## src/rtl/i2s_transmitter.sv

```systemverilog
// i2s_transmitter: standard I2S (Philips) serializer with a one-pair holding register.
// Ports: clk/reset (sync, active-high); i_left_data/i_right_data/i_vld in, o_rdy out
// (pair accepted on i_vld && o_rdy); o_sck/o_ws/o_sd I2S bus; o_frame_start and
// o_underrun pulse for one clk at each frame load.
module i2s_transmitter #(
  parameter int DATA_WIDTH = 16,
  parameter int CLK_HALF = 2
) (
  input  logic                  clk,
  input  logic                  reset,
  input  logic [DATA_WIDTH-1:0] i_left_data,
  input  logic [DATA_WIDTH-1:0] i_right_data,
  input  logic                  i_vld,
  output logic                  o_rdy,
  output logic                  o_sck,
  output logic                  o_ws,
  output logic                  o_sd,
  output logic                  o_frame_start,
  output logic                  o_underrun
);
  localparam int W = DATA_WIDTH;
  localparam int CW = $clog2(CLK_HALF + 1);
  localparam int KW = $clog2(2 * W);
  localparam logic [CW-1:0] CNT_LAST = CW'(CLK_HALF - 1);
  localparam logic [KW-1:0] K_LAST = KW'(2 * W - 1);
  localparam logic [KW-1:0] WS_LO = KW'(W - 1);
  localparam logic [KW-1:0] WS_HI = KW'(2 * W - 2);
  logic [CW-1:0]  r_cnt;
  logic           r_sck;
  logic [KW-1:0]  r_k;
  logic           r_ws;
  logic [2*W-1:0] r_sr;
  logic           r_hold_full;
  logic [W-1:0]   r_hold_l;
  logic [W-1:0]   r_hold_r;
  logic           r_frame_start;
  logic           r_underrun;
  logic           w_tick;
  logic           w_fall;
  logic           w_load;
  logic           w_accept;
  logic           w_ws_next;
  logic [KW-1:0]  w_k_next;
  // Everything on the bus moves on sck falling events so the receiver sees stable
  // data at every sck rising edge; ws is decoded from the slot being entered, which
  // makes it lead each slot's MSB by one sck period.
  always_comb begin
    w_tick    = r_cnt == CNT_LAST;
    w_fall    = w_tick & r_sck;
    w_load    = w_fall & (r_k == K_LAST);
    w_k_next  = (r_k == K_LAST) ? '0 : r_k + KW'(1);
    w_ws_next = (w_k_next >= WS_LO) & (w_k_next <= WS_HI);
    w_accept  = i_vld & ~r_hold_full;
  end
  always_ff @(posedge clk) begin
    if (reset) begin
      r_cnt         <= '0;
      r_sck         <= 1'b0;
      r_k           <= K_LAST;
      r_ws          <= 1'b0;
      r_sr          <= '0;
      r_hold_full   <= 1'b0;
      r_frame_start <= 1'b0;
      r_underrun    <= 1'b0;
    end else begin
      r_cnt         <= w_tick ? '0 : r_cnt + CW'(1);
      r_sck         <= w_tick ? ~r_sck : r_sck;
      r_frame_start <= w_load;
      // an accept in the load clk arrives too late: this frame goes out as zeros
      r_underrun    <= w_load & ~r_hold_full;
      if (w_fall) begin
        r_k  <= w_k_next;
        r_ws <= w_ws_next;
        r_sr <= w_load ? (r_hold_full ? {r_hold_l, r_hold_r} : '0) : {r_sr[2*W-2:0], 1'b0};
      end
      if (w_accept) begin
        r_hold_full <= 1'b1;
        r_hold_l    <= i_left_data;
        r_hold_r    <= i_right_data;
      end else if (w_load) begin
        r_hold_full <= 1'b0;
      end
    end
  end
  assign o_rdy         = ~r_hold_full;
  assign o_sck         = r_sck;
  assign o_ws          = r_ws;
  assign o_sd          = r_sr[2*W-1];
  assign o_frame_start = r_frame_start;
  assign o_underrun    = r_underrun;
endmodule

```

## config.mk

```make
export PLATFORM = sky130hd
export DESIGN_NAME = i2s_transmitter
export DESIGN_NICKNAME = d
export VERILOG_FILES = /design/src/rtl/i2s_transmitter.sv
export SDC_FILE = /design/constraint.sdc
export NUM_CORES = 1
export LEC_CHECK = 0
export CORE_ASPECT_RATIO = 1.4
export CORE_UTILIZATION = 35
export CTS_CLUSTER_DIAMETER = 80
export CTS_CLUSTER_SIZE = 20
export DETAILED_ROUTE_END_ITERATION = 16
export PLACE_DENSITY = 0.64
export SLEW_MARGIN = 0
export SYNTH_ARGS = -nofsm -noshare
export SYNTH_HDL_FRONTEND = slang
export SYNTH_SLANG_ARGS = --single-unit
```

## constraint.sdc

```tcl
create_clock -name clk -period 2.7 [get_ports clk]
set_input_delay 0.675 -clock clk [delete_from_list [all_inputs] [get_ports clk]]
set_output_delay 0.675 -clock clk [all_outputs]
set_load 0.05 [all_outputs]
```

* After elaboration in Yosys (flattened, before gate mapping)
Cells that the tools add are included.
** Storage, ports and cells
- Word-level logic and storage cells :: 32
- Bits in registers :: 76
- Output and inout port bits :: 6
- Bits of input ports :: 35
** Operators by class
- Magnitude comparators :: 2
- Mux-type cells :: 5
- Reductions and logical operators :: 3
- Eq/ne operators :: 2
- Bitwise operators :: 8
- $add $sub $neg :: 2
** Operators with widths (count)
- 32-bit two-way mux :: 2
- 5-bit by 1-bit adder with 5-bit output (second input constant) :: 1
- 1-bit AND :: 5
- 5-bit == test (second input constant) :: 1
- 5-bit by 4-bit >= comparator with 1-bit output (second input constant) :: 1
- 5-bit less-or-equal comparator (second input constant) :: 1
- 5-bit two-way mux :: 1
- 1-bit inverter :: 3
- 2-bit by 1-bit adder with 2-bit output (second input constant) :: 1
- 2-bit by 1-bit == test with 1-bit output (second input constant) :: 1
- 1-bit two-way mux :: 2
- 2-bit AND reduction :: 1
- 2-bit nonzero test :: 1
- 2-bit OR reduction :: 1

* Longest topological paths before layout
Gate-level depths: netlist of run 1.
- Depth after elaboration :: 5
- Mapped depth :: 8
- Mapped depth without buffers :: 6

* Worst setup path before layout of run 1
Ideal clock, no wire load.
- Kind :: input-to-reg
- From :: input port reset
- To :: register r_hold_l[0] (enable)
- Path buffers :: 1
- Data required time :: 2307 ps
- Library setup time :: 393 ps
- Setup slack :: 540 ps
- Cell stages on the path :: 3
- Arrival :: 1767 ps
- Cells stage by stage :: buf_6 -> inv_1 -> and3_1
** Between the ends
- Word-level cells in the longest chain between the ends :: 2
** Ends and longest elaborated chain
- start, declared :: line 10 : input logic reset,
- 1-bit inverter (no line)
- 2-bit AND reduction (no line)
- end signal, assigned :: line 78 : r_hold_l <= i_left_data;
- end, declared :: line 34 : logic [W-1:0] r_hold_l;
Every way passes these cells.
A chain may end at the register's enable or synchronous reset.

* Final worst setup path of run 1
- From :: register r_hold_full
- To :: output port o_rdy
** Between the ends
- Word-level cells in the longest chain between the ends :: 1
** Ends and longest elaborated chain
- start, declared :: line 33 : logic r_hold_full;
- start signal, assigned :: line 62 : r_hold_full <= 1'b0;
- start signal, assigned :: line 77 : r_hold_full <= 1'b1;
- start signal, assigned :: line 81 : r_hold_full <= 1'b0;
- 1-bit inverter :: line 85 : assign o_rdy = ~r_hold_full;
- end, declared :: line 14 : output logic o_rdy,
Every way passes these cells.

==> flow_summary.json, run 1 <==
{
  "outcome": "finished, final reports clean",
  "die_h_um": 107.0,
  "cts_resized": 0,
  "htreeDepth": 3,
  "dr.pass1.iters": 4,
  "final_cell_mix": "dfxtp_1, clkdlybuf4s50_1, nand2_1",
  "cap_violations": 0,
  "min_to": "r_cnt[0]",
  "synth_area_leaders": "edfxtp_1, dfxtp_1, a22oi_1, nand2_1, o21ai_0",
  "num_io_pins": 41,
  "grt-ovfl-total": 0,
  "die-area_mm2": 0.008236,
  "hold_class": "register to register",
  "synth-edff-count": 32,
  "crit_arrival_ns": 1.57,
  "hold_buffers": 0,
  "crit_path_end_kind": "primary output",
  "grt_max_degree": 35,
  "synth_top_area_share_pct": 34.88,
  "grtUsageTotal_pct": 13.91,
  "grt_pass1_wl_um": 8583,
  "powerDensity_mw_per_mm2": 691.1,
  "hold_viol_final": 0,
  "register_area_mm2": 0.001842,
  "whs_path_depth": 1,
  "ys_seq_elements": 76,
  "routed_wirelength_um": 5226,
  "slew_violations": 0,
  "antenna_found_initial": 0,
  "setup_ws_ns": 0.4520,
  "hpwl_um": 3365,
  "drt_iter0_markers": 147,
  "gp_congestion": 0.7309,
  "power_mw": 2.359,
  "syn-num-nets": 270,
  "vias": 1867,
  "criticalPathCategory": "register to primary output",
  "port_buffers": 40,
  "clk_path_buf_depth": 2,
  "worstPathRequired_ns": 2.03,
  "synth_cell_types": 32,
  "setup_tns_ns": 0,
  "coreArea_mm2": 0.007500,
  "cts_root_buffer": "clkbuf_8",
  "whs_ns": 0.4420,
  "nFillCells": 734,
  "ant_nets": 0,
  "r2r-end": "r_sr[5]",
  "fmax_mhz": 444.8,
  "hold_start": "r_cnt[0]",
  "drive_above_1_share_pct": 9.643,
  "initial_core_util_pct": 36.74,
  "ys_seq_area_share_pct": 66.85,
  "cts_tree": "done",
  "syn_to_final_growth_pct": 23.89,
  "row_count": 37,
  "multi_input_area_um2": 805.8,
  "netlist_area_mm2": 0.002755,
  "clk_pin_slew_worst_paths_ns": 0.07,
  "clk_latency_ns": 0.34,
  "cts_made_buffers": 9,
  "leakage_nw": 1.180,
  "r2r_cells": 6,
  "finalCritPeriodShare_pct": 83.26,
  "start_kind": "register",
  "irDropWorstVdd_mv": 0.2947,
  "post-place-ws_ns": 0.5770,
  "setup_viol": 0,
  "grt_pass1_vias": 1811,
  "startpoint": "r_hold_full",
  "period_minus_slack_ns": 2.248,
  "worstPathMaxFanout": 4,
  "timing.rr.start": "r_k[0]",
  "async_flop_share_pct": 0,
  "layout.cells.most_common": "dfxtp_1",
  "wl_per_cell_um": 13.86,
  "rsz0062_at_grt": "no",
  "cts.sinks": 76,
  "nNetsFinal": 313,
  "slew_headroom_pct": 60.88,
  "avgSynthCellArea_um2": 11.88,
  "synth_top_flop_cell": "dfxtp_1",
  "drcViolationCount": 0,
  "syn_inst": 232,
  "rrSetupSlack_ns": 0.68,
  "viasPerCell": 4.952,
  "synth_top_area_cell": "edfxtp_1",
  "fin_worst_skew_ns": 0.008149,
  "ys_warn_count": 0,
  "worst_pin_slew_ns": 0.5860,
  "fp.dieW_um": 76.99,
  "antennaDiodeCount": 0,
  "post_cts_buffers": 0
}
[worst max-delay path by stage]
stage,to,slack (ns),cells past startpoint
after global routing,o_rdy,0.38,2
final,o_rdy,0.45,2
after CTS,o_rdy,0.42,2
after global placement,r_hold_l[6],0.60,4
after floorplan,r_hold_l[0],0.54,3
after detailed placement,r_hold_l[1],0.58,4
[through the flow]
step	cells	utilization, %	instance area (µm²)
global placement	361	43.26	3244
floorplan	232	-	2755
detailed placement	361	43.26	3244
finish	377	45.51	3413
global route	377	45.51	3413
CTS	377	45.51	3413
[per-layer routing]
layer / track usage (%) / up-vias / wire, µm
met3: 5.106 / 7 / 207
met5: 0 / - / 0
met2: 22.19 / 37 / 2527
met1: 16.31 / 887 / 2377
li1: - / 936 / -
met4: 7.278 / 0 / 114
[registers in the layout, indices dropped and copies added, names as in the netlist]
register	count
o_frame_start	1
o_sck	1
o_underrun	1
o_ws	1
r_cnt	2
r_hold_full	1
r_hold_l	16
r_hold_r	16
r_k	5
r_sr	32
[critical path: stages, from the launching register on]
cell and delay, ns:
dfxtp_1 0.34, inv_1 0.09, clkdlybuf4s50_1 0.80
[area by class of cell]
class,instances,area share (%)
Sequential cell,76,53.96
Multi-Input combinational cell,136,23.61
Timing Repair Buffer,48,13.49
Clock buffer,11,4.142
Tap cell,97,3.556
Clock inverter,5,0.8065
Inverter,4,0.4399
[synth_stat cells (all sizes together), types with 2 or more instances]
cell type / number
a21oi: 4
a22oi: 31
and3: 2
buf: 8
clkbuf: 8
dfxtp: 44
edfxtp: 32
ha: 3
inv: 4
nand2: 35
nand3: 6
nor2: 3
nor3: 4
o21ai: 35
xnor2: 2
[logic make-up after synthesis]
| kind of cell | after synthesis | share of synthesized area (%) |
|---|---|---|
| flip-flops | 76 | 66.85 |
| buffers and inverters | 20 | 3.905 |
| XOR/XNOR | 2 | 0.6359 |
| adder cells (fa/ha/maj) | 3 | 1.363 |
| AO/OA/AOI/OAI | 74 | 16.94 |
| AND/OR/NAND/NOR | 57 | 10.31 |
[where the power goes]
group          switching (mW)  total, mW  internal, mW
registers              0.0217       1.27          1.25
logic                   0.214      0.346         0.132
clock network           0.392      0.745         0.353
Power figures use the tool's default switching activity.
==> run 2, diff against run 1 <==
- PLACE_DENSITY: 0.64 -> 0.66
- clock period: 2.7 -> 2 ns (I/O delays scaled with it)
==> run 2 against run 1 <==
Worst setup slack got worse by 0.38 ns. Final area grew 2.8%. Critical path depth down 1. Register-to-register slack worse by 0.53 ns. Clock power increased by 53%. Final cell count rose by 0.80%. Highest routed layer unchanged.
==> flow_summary.json, run 2 (synthesis gave the netlist of run 1 again) <==
{
  "leakage_nw": 1.248,
  "top_regs": "r_sr x32, r_hold_l x16, r_hold_r x16",
  "grt_pass1_vias": 1936,
  "top_register": "r_sr",
  "crit_cells": 1,
  "cts.sinks": 76,
  "worstPathRequired_ns": 1.50,
  "p_int_mw": 2.514,
  "post_cts_buffers": 0,
  "whs_path_depth": 1,
  "antenna_found_initial": 0,
  "grt_max_degree": 35,
  "crit_arrival_ns": 1.43,
  "fmax_mhz": 517.5,
  "powerDensity_mw_per_mm2": 962.8,
  "vias": 1903,
  "grtUsageTotal_pct": 14.28,
  "drt_iter0_markers": 192,
  "switching_share_pct": 25.60,
  "clk_latency_ns": 0.34,
  "fp.dieW_um": 76.99,
  "seqPwrFrac_pct": 51.1,
  "critical_path_buf_inv_count": 1,
  "cts_root_buffer": "clkbuf_8",
  "slew_headroom_pct": 62.26,
  "hold_viol_final": 0,
  "routed_wirelength_um": 5228,
  "ant_nets": 0,
  "r2r_cells": 6,
  "setup_viol": 0,
  "cp_cell_sequence": "clkdlybuf4s50_1",
  "clk_pin_slew_worst_paths_ns": 0.07,
  "slew_violations": 0,
  "clkPwrFrac_pct": 33.8,
  "layout.cells.most_common": "dfxtp_1",
  "final_cell_mix": "dfxtp_1, clkdlybuf4s50_1, nand2_1",
  "viasPerCell": 5.008,
  "irDropWorstVdd_mv": 0.3977,
  "start_kind": "register",
  "antennaDiodeCount": 0,
  "worstPathMaxFanout": 1,
  "worst_pin_slew_ns": 0.5653,
  "pwr-share-comb_pct": 15.0,
  "criticalPathCategory": "register to primary output",
  "gp_congestion": 0.7669,
  "finalCritPeriodShare_pct": 96.62,
  "drive_above_1_share_pct": 12.37,
  "initial_core_util_pct": 36.74,
  "cap_violations": 0,
  "rsz0062_at_grt": "no",
  "cts_made_buffers": 9,
  "outcome": "finished, final reports clean",
  "p_sw_mw": 0.8650,
  "wl_per_cell_um": 13.76,
  "largest_reg_flops": 32,
  "row_count": 37,
  "port_buffers": 40,
  "clk_path_buf_depth": 2,
  "setup_tns_ns": 0,
  "whs_ns": 0.4302,
  "hpwl_um": 3382,
  "dr.pass1.iters": 4,
  "grt-ovfl-total": 0,
  "cp_top_family": "buffers and inverters",
  "grt_pass1_wl_um": 8901,
  "crit_path_max_incr_delay_ns": 0.79,
  "hold_class": "register to register",
  "fin_worst_skew_ns": 0.01219,
  "crit_path_end_kind": "primary output",
  "drcViolationCount": 0,
  "die-area_mm2": 0.008236,
  "coreArea_mm2": 0.007500,
  "cts_tree": "done",
  "syn_to_final_growth_pct": 27.38,
  "crit_path_top_delay_cell": "clkdlybuf4s50_1",
  "nNetsFinal": 316,
  "die_h_um": 107.0,
  "num_io_pins": 41,
  "period_minus_slack_ns": 1.932,
  "htreeDepth": 3
}
-- run 2: power by group through the flow --
stage          clock (mW)  sequential (mW)  combinational [mW]
5_1_grt              1.25             1.74               0.556
3_5_place_dp            0             1.76               0.512
6_report             1.14             1.73               0.508
3_3_place_gp            0             1.76               0.506
2_1_floorplan           0             1.76               0.303
4_1_cts              1.18             1.73               0.513
-- run 2: final timing paths --
kind	endpoint	from	slack [ns]
max reg2reg	o_ws	r_k[1]	0.15
min	r_cnt[0]	r_cnt[0]	0.43
min reg2reg	r_cnt[0]	r_cnt[0]	0.43
max	o_frame_start	o_frame_start	0.07
-- run 2: stage by stage --
stage / utilization, % / worst slack (ns) / std cells / instance area [µm²] / power [mW]
final: 46.80 / 0.06758 / 380 / 3510 / 3.379
after floorplan: - / 0.01528 / 232 / 2755 / 2.065
after global placement: 44.13 / 0.2193 / 364 / 3309 / 2.268
after CTS: 46.76 / 0.005727 / 380 / 3507 / 3.421
after global routing: 46.80 / 0.01132 / 380 / 3510 / 3.546
after detailed placement: 44.13 / 0.1862 / 364 / 3309 / 2.275
-- run 2: cell type report --
type / instances / area [µm²]
Timing Repair Buffer: 51 / 526.8
Clock inverter: 6 / 61.31
Tap cell: 97 / 121.4
Fill cell: 696 / 3990
Multi-Input combinational cell: 136 / 805.8
Sequential cell: 76 / 1842
Clock buffer: 10 / 137.6
Inverter: 4 / 15.01
-- run 2: repair_timing --
item / CTS / global route
resized for setup: 1 / 1
setup endpoints to repair: 1 / 1
hold buffers: 0 / 0
-- run 2: layer usage --
metal  vias up  global-route usage [%]  share of wire, %
met4         0                   8.625               2.2
met3         7                   3.660               3.9
li1        945                       -                 -
met1       909                   17.08                44
met2        42                   23.02                50
met5         -                       0                 0
